===== src/rtl/decoder_2to4_pulse_pkg.sv =====
// Shared definitions for the 2-to-4 pulse decoder: code constants, FSM encoding
// and a small elaboration-time helper.
package decoder_2to4_pulse_pkg;

    localparam logic [1:0] CODE_A = 2'b11;
    localparam logic [1:0] CODE_B = 2'b10;
    localparam logic [1:0] CODE_C = 2'b01;
    localparam logic [1:0] CODE_D = 2'b00;

    typedef enum logic [1:0] {
        ST_IDLE  = 2'b00,
        ST_PULSE = 2'b01,
        ST_GAP   = 2'b10
    } state_t;

    function automatic int max_of(input int x, input int y);
        return (x > y) ? x : y;
    endfunction

endpackage


===== src/rtl/decoder_2to4.sv =====
// Combinational 2-bit code to one-hot {a,b,c,d} decode with enable.
module decoder_2to4
    import decoder_2to4_pulse_pkg::*;
(
    input  logic [1:0] code,
    input  logic       en,
    output logic       a,
    output logic       b,
    output logic       c,
    output logic       d
);

    always_comb begin
        a = 1'b0;
        b = 1'b0;
        c = 1'b0;
        d = 1'b0;
        if (en) begin
            case (code)
                CODE_A:  a = 1'b1;
                CODE_B:  b = 1'b1;
                CODE_C:  c = 1'b1;
                default: d = 1'b1;
            endcase
        end
    end

endmodule


===== src/rtl/decoder_2to4_pulse.sv =====
// Accepts a 2-bit code over valid/ready and emits the matching one-hot line as a
// PULSE_LEN-cycle strobe, followed by a GAP_LEN-cycle idle gap.
module decoder_2to4_pulse
    import decoder_2to4_pulse_pkg::*;
#(
    parameter int PULSE_LEN = 4,
    parameter int GAP_LEN   = 1
) (
    input  logic clk,
    input  logic rst_n,
    input  logic en,
    input  logic in_valid,
    output logic in_ready,
    input  logic e1,
    input  logic e0,
    output logic a,
    output logic b,
    output logic c,
    output logic d,
    output logic busy,
    output logic done
);

    localparam int CW = $clog2(max_of(max_of(PULSE_LEN, GAP_LEN), 2));
    localparam logic [CW-1:0] PULSE_LD = CW'(PULSE_LEN - 1);
    localparam logic [CW-1:0] GAP_LD   = (GAP_LEN > 0) ? CW'(GAP_LEN - 1) : '0;

    state_t          state, state_n;
    logic [CW-1:0]   cnt, cnt_n;
    logic [1:0]      code_q, code_n;
    logic            done_n;
    logic            a_n, b_n, c_n, d_n;

    assign in_ready = (state == ST_IDLE) & en;

    always_comb begin
        state_n = state;
        cnt_n   = cnt;
        code_n  = code_q;
        case (state)
            ST_IDLE: begin
                if (in_valid && in_ready) begin
                    code_n  = {e1, e0};
                    state_n = ST_PULSE;
                    cnt_n   = PULSE_LD;
                end
            end
            ST_PULSE: begin
                if (cnt == '0) begin
                    if (GAP_LEN > 0) begin
                        state_n = ST_GAP;
                        cnt_n   = GAP_LD;
                    end else begin
                        state_n = ST_IDLE;
                    end
                end else begin
                    cnt_n = cnt - 1'b1;
                end
            end
            ST_GAP: begin
                if (cnt == '0) state_n = ST_IDLE;
                else           cnt_n   = cnt - 1'b1;
            end
            default: state_n = ST_IDLE;
        endcase
    end

    // Outputs are decoded from next-state values and registered, so the line rises
    // in the cycle right after the accepting edge while staying glitch-free.
    assign done_n = (state_n == ST_PULSE) && (cnt_n == '0);

    decoder_2to4 u_core (
        .code (code_n),
        .en   (state_n == ST_PULSE),
        .a    (a_n),
        .b    (b_n),
        .c    (c_n),
        .d    (d_n)
    );

    always_ff @(posedge clk or negedge rst_n) begin
        if (!rst_n) begin
            state  <= ST_IDLE;
            cnt    <= '0;
            code_q <= '0;
            a      <= 1'b0;
            b      <= 1'b0;
            c      <= 1'b0;
            d      <= 1'b0;
            busy   <= 1'b0;
            done   <= 1'b0;
        end else begin
            state  <= state_n;
            cnt    <= cnt_n;
            code_q <= code_n;
            a      <= a_n;
            b      <= b_n;
            c      <= c_n;
            d      <= d_n;
            busy   <= (state_n != ST_IDLE);
            done   <= done_n;
        end
    end

endmodule


===== config.mk =====
export PLATFORM = sky130hd
export DESIGN_NAME = decoder_2to4_pulse
export DESIGN_NICKNAME = d
export VERILOG_FILES = /design/src/rtl/decoder_2to4_pulse_pkg.sv /design/src/rtl/decoder_2to4.sv /design/src/rtl/decoder_2to4_pulse.sv
export SDC_FILE = /design/constraint.sdc
export NUM_CORES = 1
export LEC_CHECK = 0
export CAP_MARGIN = 10
export CORE_MARGIN = 2
export CORE_UTILIZATION = 30
export CTS_BUF_LIST = sky130_fd_sc_hd__clkbuf_4 sky130_fd_sc_hd__clkbuf_8
export DETAILED_ROUTE_END_ITERATION = 6
export PLACE_DENSITY = 0.61
export SLEW_MARGIN = 20
export SYNTH_ARGS = -nofsm -noshare
export SYNTH_HDL_FRONTEND = slang
export SYNTH_SLANG_ARGS = --single-unit

===== constraint.sdc =====
create_clock -name clk -period 1.1 [get_ports clk]
set_input_delay 0.165 -clock clk [delete_from_list [all_inputs] [get_ports clk]]
set_output_delay 0.165 -clock clk [all_outputs]
set_load 0.03 [all_outputs]

; Word level (Yosys, flattened, before mapping)
; Cells that the tools add are included.
[totals]
output_inout_bits = 7
input_bits = 6
word_cells = 42
register_bits = 12
[classes]
n_eq_ne = 6
mux = 18
n_reduce_logical = 7
n_addsub = 1
n_bitwise = 1
[op_table]
columns = operator, n
row1 = 2-bit 2-to-1 mux, 8
row2 = 2-bit one-hot mux with 3 select lines, 2
row3 = 1-bit 2-to-1 mux, 8
row4 = 2-bit by 1-bit equality test with 1-bit output (second input constant), 3
row5 = 2-bit equality test (second input constant), 3
row6 = 2-bit logical NOT, 3
row7 = 3-bit OR reduction, 1
row8 = 1-bit logical AND, 2
row9 = 2-bit nonzero test, 1
row10 = 2-bit by 1-bit subtractor with 2-bit output (second input constant), 1
row11 = 1-bit bitwise AND, 1

; Longest topological paths before layout
[logic_depth]
ltp_word = 9
mapped_depth = 4
mapped_depth_nobuf = 3

; Cells and area by module
; A second synthesis with hierarchy kept.
[hier_totals]
hier_cells = 43
area_unflattened_um2 = 516.7
[by_module_without_submodules]
columns = mod, area_per_inst_um2, cells_per_inst, n_inst
row1 = decoder_2to4_pulse, 479.2, 39, 1
row2 = decoder_2to4, 37.5, 4, 1

; Worst setup path after synthesis
; OpenSTA, ideal clock, no wires.
[synth_path]
path_type = register to output
from = register state[0]
to = output in_ready
path_buffers = 1
path_stages_with_launch = 3
required_time_ns = 0.935
slack_ns = -0.334
arrival_time_ns = 1.269
path_cell_list = dfrtp_1 -> buf_2 -> nor3b_1
[synth_via]
elab_chain_cells = 2
[synth_lines]
columns = item, line
row1 = start: declaration, decoder_2to4_pulse.sv:28  ; state_t state, state_n;
row2 = start signal: assignment, decoder_2to4_pulse.sv:93  ; state <= state_n;
row3 = 2-bit logical NOT, decoder_2to4_pulse.sv:34  ; assign in_ready = (state == ST_IDLE) & en;
row4 = 1-bit bitwise AND, decoder_2to4_pulse.sv:34
row5 = end: declaration, decoder_2to4_pulse.sv:13  ; output logic in_ready,
; No other way between the ends.

; Worst setup path in the final report
; Same ends and word-level chain as after synthesis.

==> impl_results.md <==
- Arr. time, crit path: 1.16 ns
- Cells on worst reg2reg path: 5
- Congestion Overflow GR: 0
- WP data required: 0.94 ns
- Comb power frac: 58.1%
- Run status: finished, violations left
- Netlist Area Pre-Place: 592 sq um
- Synthesis-to-layout area growth: 52.4%
- Crit path depth: 3
- First-pass GRT wire length: 2.21 mm
- CTS root buf: clkbuf_4
- Antenna violations before repair: 0
- Leakage: 0.410 nW
- DRC viols: 0
- Post-CTS Hold Fix Bufs: 0
- Number of buffers inserted by port buffering: 12
- Reg2Reg Setup Slack: -0.19 ns
- DP HPWL: 908 um
- CTS H-tree depth: 1
- Commonest non-fill, non-tap cells in the layout: buf_4 (18), dfrtp_1 (12), nand2_1 (7)
- Setup CP Type: register to primary output
- Placed cells: 102
- Cell internal pwr: 0.00144 W
- Util after Layout: 47.4%
- Rows: 16
- Vias in the first global route: 501
- Synth Register Bits: 12
- Switching part of the total power: 39.0%
- DR WL/cell: 12.6 um
- GRT Util Overall: 12.8%
- Fin crit share: 120%
- Final worst setup slack: -0.224 ns
- Design Area, Final: 902 sq um
- Share of layout cells above drive strength 1: 45.7%
- Maximum clock frequency: 755 MHz
- Top cells by area, synth: dfrtp_1 (51%), nand3b_1 (6.3%), nand4bb_4 (4.7%)
- Fill cells: 178
- Sequential area share after synthesis: 50.7%
- Most common cell on crit path: buf_6
- Initial Util: 31.1%
- Failing checks: setup timing
- Number of warnings issued by yosys: 0
- Drt pass-1 iters: 3
- Maximum vdd ir drop: 1.35 mV
- Commonest non-fill, non-tap cell in the layout: buf_4
- Sequential share of power: 31.0%
- TritonCTS Buffers: 3
- Die height: 48.4 um
- I/O pins: 13
- # setup viols final: 11
- Avg Cell Area, Syn: 11.2 sq um
- DR vias: 502
- Worst r2r dst: busy
- Total design power: 0.00237 W
- Final hold vios: 0
- Largest net degree at the start of global routing: 13
- Crit-path slowest cell: dfrtp_1
- CP bufs+invs: 2
- Clock Power Share: 11.0%
- Slew Limit Fails: 0
- Synth area leader: dfrtp_1
- DP Area: 807 sq um
- Clock buffer depth: 2
- Worst-Skew Late Latency: 0.26 ns
- Power per cell area: 2620 nW/um^2
- CTS tree: done
- Synth Instances: 53
- Sw power: 0.000924 W
- Clk pin slew, worst setup/hold paths: 0.07 ns
- RSZ-0062 raised after global routing: yes
- Slew @ Worst Pin: 0.296 ns
- Hold WS: 0.200 ns
- Clk sinks: 12
- Diode count: 0
- CP startpoint kind: register
- Nets: 89
- Final ANT Viol Nets: 0
- Chip Width: 48.4 um
- FF-to-FF Start: state[0]
- Routed vias/inst: 4.65
- Final std cells w/o fill: 108
- Crit-path cells: buf_6 > nor3b_4 > buf_6
- Synth top area share: 50.7%
- Die ar.: 2340 sq um
- MaxCap Viol Count: 0
- Final wirelength: 1.36 mm
- Core area: 1900 sq um
- Final clock skew: 0.000429 ns
- Top delay family on crit path: flip-flops
- DRT iter0 DRCs: 7
- Crit Path Max Fanout: 4
- CP Capture Type: primary output
- Syn nets: 59
- Slew Limit Headroom: 80.3%
- Crit-path max cell delay: 0.42 ns
- Hold WC Path Type: input pin to asynchronous set/reset pin
- Final Critical Period: 1.32 ns
- GPL Wtd Cong: 0.752
- Distinct cells, synth: 23
-- how the worst max path moves through the flow --
stage / startpoint / to
2_1_floorplan: state[1] / d
3_3_place_gp: en / d
3_5_place_dp: en / d
4_1_cts: state[0] / in_ready
5_1_grt: state[0] / in_ready
6_report: state[0] / in_ready
-- through the flow --
stage / setup slack, ns / setup TNS [ns]
after detailed placement: -0.388 / -3.04
after CTS: -0.202 / -1.52
after floorplan: -0.102 / -0.381
after global placement: -0.357 / -2.84
final: -0.224 / -1.56
after global routing: -0.263 / -2.06
-- metal layers --
layer	track usage, %	part of all wire [%]	vias to the layer above
met2	23.6	52	9
met1	13.8	44	244
met3	3.09	3.0	2
li1	-	-	247
met4	5.71	0.88	0
met5	0	0	-
-- layout make-up --
type / instances / area [sq um] / area share (%)
clock buffer: 3 / 22.5 / 2.50
inverter: 2 / 7.51 / 0.832
tap: 27 / 33.8 / 3.74
sequential: 12 / 300 / 33.3
timing repair buffer: 27 / 229 / 25.4
multi-input combinational: 37 / 309 / 34.3
-- worst reg2reg max path, stage by stage (launching register included) --
cell and delay, ns:
dfrtp_1 0.42, buf_4 0.15, buf_4 0.14, a21o_1 0.15, nand3b_1 0.23, nand2b_1 0.09
-- synth_stat cells --
cell type  count
nor3b_1        1
buf_6          1
or3b_1         1
a211oi_1       2
nand2b_1       2
buf_2          1
or3_1          2
a21oi_1        5
o21bai_1       1
o21ai_0        1
a21oi_2        1
nand2_1        7
mux2i_1        1
and4bb_2       1
inv_1          2
o32ai_1        1
nand3b_1       5
nand3_1        2
a21o_1         1
and4bb_4       1
dfrtp_1       12
a21o_2         1
nand4bb_4      1
-- sequential cells by signal, indices dropped and copies added, names as in the netlist --
signal and flops:
cnt 2, code_q 2, state 2, a 1
b 1, busy 1, c 1, d 1
done 1
-- what timing repair did --
action / 4_1_cts / 5_1_grt
setup endpoints to repair: 9 / 12
pin swaps: 2 / 2
gates resized for setup: 7 / 5
setup buffers: 3 / 0
-- cells by family after synthesis --
logic type	after synthesis	synth area share, %
DFF	12	50.7
buffers and inverters	4	4.02
muxes	1	1.69
and+or+nand+nor	23	29.0
AOI/OAI and AO/OA	13	14.6
-- power groups by stage --
stage               clock network [W]  registers [W]  logic, W
floorplan                           0       0.000902  0.000563
global placement                    0       0.000740   0.00115
detailed placement                  0       0.000746   0.00116
CTS                          0.000268       0.000734   0.00132
global route                 0.000283       0.000753   0.00149
finish                       0.000259       0.000733   0.00137
(Power assumes the default switching activity.)
==> patch 1, RTL diff (config.mk and constraints unchanged) <==
The parameter `PULSE_LEN` goes from 4 to 2.
--- a/src/rtl/decoder_2to4_pulse.sv
+++ b/src/rtl/decoder_2to4_pulse.sv
@@ -5,3 +5,3 @@
 #(
-    parameter int PULSE_LEN = 4,
+    parameter int PULSE_LEN = 2,
     parameter int GAP_LEN   = 1
Function: changed (Yosys sat finds a counterexample within 4 cycles, from zero or initial values and one cycle with rst_n low).
==> patch 1 against the original RTL <==
The flow still finishes with violations (negative setup slack); sequential cell count is 1 lower; via count is 21% lower; synthesized area is 24% lower; combinational power is 32% lower; power is 21% lower; wire length is 22% lower; worst setup slack better by 11 ps; sequential share of layout area is 4.4 points higher; final cell count is 29% lower; cell area is 19% lower.
==> patch 1: results (changes against the original RTL) <==
Cells and area
  • # fillers: 113 (was 178)
  • Final Net Count: 69 (was 89)
  • Registers with the most flip-flops: code_q x2, state x2 (was cnt x2, code_q x2, state x2)
  • # diodes: 0 (unchanged)
  • Share of cells above drive strength 1: 46.8% (was 45.7%)

Logic synthesis
  • Post-synth cell types: 17 (was 23)
  • Mapped Nets: 39 (was 59)
  • FFs w/ async S/R, synth: 100% (unchanged)
  • Post-synthesis sequential area ratio: 61.5% (was 50.7%)
  • Synth cell count leaders: 11 x dfrtp_1, 4 x o32ai_1, 3 x inv_1, 2 x nand4bb_1 (was 12 x dfrtp_1, 7 x nand2_1, 5 x a21oi_1, 5 x nand3b_1)
  • Post-Syn Area per Cell: 13.6 µm² (was 11.2 µm²)
  • Synth top area cells: dfrtp_1 61%, o32ai_1 7.8%, nand4bb_1 5.0% (was dfrtp_1 51%, nand3b_1 6.3%, nand4bb_4 4.7%)
  • Syn. warnings: 0 (unchanged)

Timing
  • Final setup vio count: 10 (was 11)
  • Clk_skew: 0.582 ps (was 0.429 ps)
  • Measured slew at the worst slew-check pin: 262 ps (was 296 ps)
  • Final setup margin: -213 ps (was -224 ps)

Global route
  • First-pass GRT wire length: 1.92 mm (was 2.21 mm)
  • Largest net degree at the start of global routing: 12 (was 13)
  • Gr ovfl total: 0 (unchanged)
  • Global-route usage over all layers: 14.7% (was 12.8%)
  • Initial antenna violation count: 0 (unchanged)
  • Via count of the first global-routing pass: 424 (was 501)

Routing
  • Iter 0 DRT Violations: 15 (was 7)
  • Routed WL per cell: 13.8 µm (was 12.6 µm)
  • Avg Vias per Cell: 5.14 (was 4.65)
  • WL final: 1.06 mm (was 1.36 mm)
  • Pre-antenna DRT Iters: 4 (was 3)

CTS
  • Clock tree buffer depth: 2 (unchanged)
  • H-tree depth: 1 (unchanged)
  • Clk slew on worst S/H paths: roughly 60 ps
  • Clock latency on the worst-skew pair: 260 ps (about the same)
  • CTS buffer count: 3 (unchanged)
  • Clock Tree Root: clkbuf_4 (unchanged)

Placed design
  • Post-DP HPWL: 789 µm (was 908 µm)
  • Placed cell areas: 652 µm² (was 807 µm²)
  • GP Congestion: 0.812 (was 0.752)
  • Port bufs: 12 (unchanged)
  • Post-Place Cells: 69 (was 102)

Min path
  • Hold/Removal Path Class: in2async (unchanged)

Status
  • Failing checks: negative setup slack (unchanged)
  • Outcome: finished, violations left (unchanged)

Setup path
  • Worst endpoint data arrival time: 1150 ps
  • Crit-path max FO: 2 (was 4)

Pwr
  • LEAKAGE: 0.371 nW (was 0.410 nW)
  • Worst vdd ir: 1240 µV (was 1350 µV)
## patch 1: report_power, final
part | switching [mW] | internal (mW)
clock network | 0.126 | 0.165
registers | 0.102 | 0.545
logic | 0.410 | 0.516
total | 0.639 | 1.23
## patch 1: metrics by stage
step	setup TNS, ps	util [%]	power, mW	hold WS (ps)	setup slack (ps)
finish	-1330	54.4	1.86	200	-213
floorplan	-80.8	-	1.06	-131	-80.8
global placement	-1480	48.3	1.37	464	-242
detailed placement	-1810	48.3	1.41	478	-306
global route	-1890	54.4	1.99	200	-268
CTS	-1240	54.4	1.87	192	-218
## patch 1: final cells by class
class | count | area share, %
flip-flops and latches | 11 | 37.6
repair buffers | 26 | 30.8
multi-input cells | 18 | 23.3
clock buffers | 4 | 4.09
well taps | 15 | 2.56
inverters | 3 | 1.53
## patch 1: cells by family (layout without fill, tap and decap cells)
group	count (synthesis)	after routing	synth area share (%)
buffers and inverters	4	33	3.63
multiplexers	2	2	5.59
AO/OA/AOI/OAI	7	7	12.8
AND/OR/NAND/NOR	9	9	16.5
flip-flops	11	11	61.5
## patch 1: critical path, cell delays in order (launching register included)
cell and delay [ps]:
dfrtp_1 390, buf_6 130, nor3b_4 200, buf_6 160
## patch 1: path summary, 6_finish.rpt
check                      startpoint  slack (ps)  endpoint  depth (start not counted)
max reg2reg                  state[1]        -190       cnt                          4
min                             rst_n         200         c                          2
max                          state[0]        -210  in_ready                          3
min reg2reg                 code_q[1]         500         d                          1
min in group clk            code_q[1]         500         d                          1
max in group asynchronous       rst_n         740  state[1]                          2
## patch 1: what timing repair did
item / in CTS / in global routing
gates resized for setup: 7 / 1
pin swaps: 3 / 1
setup endpoints to repair: 9 / 11
setup buffers: 4 / 2
## patch 1: layer usage
layer  global-route usage (%)  wire length (µm)
met1                     17.0               456
met2                     24.2               529
met3                     8.19                76
met4                     1.88                 0
met5                        0                 0
==> patch 2, RTL diff (same flow settings) <==
Made on the original files. Reset style: synchronous (`rst_n`), changed in one clocked block.
--- a/src/rtl/decoder_2to4_pulse.sv
+++ b/src/rtl/decoder_2to4_pulse.sv
@@ -80,3 +80,3 @@
 
-    always_ff @(posedge clk or negedge rst_n) begin
+    always_ff @(posedge clk) begin
         if (!rst_n) begin
Formal check against the unedited RTL: differs if rst_n is asserted again (counterexample within 4 cycles, from zero or initial values and one cycle with rst_n low); with rst_n held inactive, the same outputs for 10 cycles.
==> patch 2 against the original RTL <==
The run still ends with negative setup slack left; first-iteration DRC count decreased by 43%; wire length decreased by 11%; register-to-register slack improved by 40 ps; worst setup slack improved by 76 ps; cell area decreased by 1.7%; sequential cell count unchanged; synthesized area decreased by 12%; critical path type is now reg2reg; largest cell class unchanged; highest routed layer unchanged.
Power is not compared: it rests on default switching activity, and its combinational part moved more than twofold at a synthesized area within 25%.
==> patch 2: results (changes against the original RTL) <==
Status
  • Outcome: finished, violations left (unchanged)
  • Failing checks: negative setup slack (unchanged)

Global route
  • M1 GR Usage: 14.8% (was 13.8%)
  • GRT met3 Usage: 1.19% (was 3.09%)
  • First-pass GRT wire length: 1.75 mm (was 2.21 mm)
  • Global-route usage over all layers: 12.0% (was 12.8%)
  • Largest net degree at the start of global routing: 9 (was 13)
  • Via count of the first global-routing pass: 407 (was 501)

Setup path
  • Reg2reg start: state[0] (unchanged)
  • Worst endpoint data arrival time: 1460 ps (was 1160 ps)

Placed design
  • GP Congestion: 0.737 (was 0.752)
  • Placed cell areas: 717 µm² (was 807 µm²)
  • Post-DP HPWL: 754 µm (was 908 µm)
  • Place WS: -333 ps (was -388 ps)

Routing
  • WL final: 1.21 mm (was 1.36 mm)
  • Via count: 491 (was 502)
  • Pre-antenna DRT Iters: 4 (was 3)
  • Iter 0 DRT Violations: 4 (was 7)

Timing
  • Final setup vio count: 12 (was 11)
  • Final setup margin: -148 ps (was -224 ps)
  • Measured slew at the worst slew-check pin: 274 ps (was 296 ps)
  • Setup TNS: -1030 ps (was -1560 ps)

Cells and area
  • Share of cells above drive strength 1: 56.0% (was 45.7%)
  • Final Net Count: 91 (was 89)

Logic synthesis
  • Top-count cell post-synth: dfxtp_1 (was dfrtp_1)
  • FFs w/ async S/R, synth: 0% (was 100%)
  • Post-synth cell types: 22 (was 23)
  • Synth top area cells: dfxtp_1 46%, a21oi_1 6.7%, nand3b_1 5.7% (was dfrtp_1 51%, nand3b_1 6.3%, nand4bb_4 4.7%)
  • Mapped Nets: 60 (was 59)
  • Synth cell count leaders: 12 x dfxtp_1, 7 x a21oi_1, 5 x nand2_1, 4 x nand3b_1 (was 12 x dfrtp_1, 7 x nand2_1, 5 x a21oi_1, 5 x nand3b_1)
  • Post-synthesis sequential area ratio: 45.9% (was 50.7%)

Pwr
  • Worst vdd ir: around 560 µV
  • Total power: approximately 1.2 mW

CTS
  • Clock latency on the worst-skew pair: 280 ps (was 260 ps)

Min path
  • Hold/Removal Path Class: reg2reg (was in2async)
## patch 2: what timing repair did
item / 4_1_cts / 5_1_grt
pin swaps: 3 / 6
resized for setup: 9 / 18
buffers inserted: 3 / 2
setup endpoints to repair: 7 / 12
## patch 2: logic make-up (layout without fill, tap and decap cells)
kind of cell	after synthesis	count (layout)	synth area share [%]
AOI/OAI and AO/OA	12	12	15.8
xor gates and xnor gates	1	1	1.67
buffers and inverters	4	34	5.02
DFF	12	12	45.9
and+or+nand+nor	25	25	31.6
## patch 2: report_power, final
part	total, mW	internal (mW)	leakage [nW]	switching, mW
registers	0.476	0.461	0.0991	0.0152
clock network	0.364	0.201	0.0210	0.162
logic	0.313	0.163	0.245	0.150
total	1.15	0.825	0.365	0.328
## patch 2: path summary, 6_finish.rpt
kind                             endpoint  slack [ps]  cells past startpoint
worst max-delay path                    d        -150                      4
worst min-delay path            code_q[1]         510                      2
worst max register to register          d        -150                      4
worst min register to register  code_q[1]         510                      2
## patch 2: final cells by class
| type | instances | area (µm²) |
|---|---|---|
| clock buffer | 4 | 36.3 |
| fill | 152 | 802 |
| inverter | 2 | 7.51 |
| multi-input combinational | 38 | 333 |
| sequential | 12 | 245 |
| tap | 17 | 21.3 |
| timing repair buffer | 28 | 244 |
## patch 2: per-stage QoR
stage          hold WS (ps)  utilization (%)  instances
2_1_floorplan           301                -         54
4_1_cts                 493             47.6         99
5_1_grt                 534             52.5        101
3_5_place_dp            487             42.4         92
3_3_place_gp            483             42.4         92
6_report                509             52.5        101
## patch 2: metal layers
metal	routed length (µm)	share of wire, %
met1	536	44
met2	578	48
met3	37	3.1
met4	59	4.9
met5	0	0
## patch 2: worst max-delay path, cell delays in order (launching register included)
cell and delay (ps):
dfxtp_2 340, buf_6 120, nand4bb_4 220, or3_1 360, a21oi_1 140
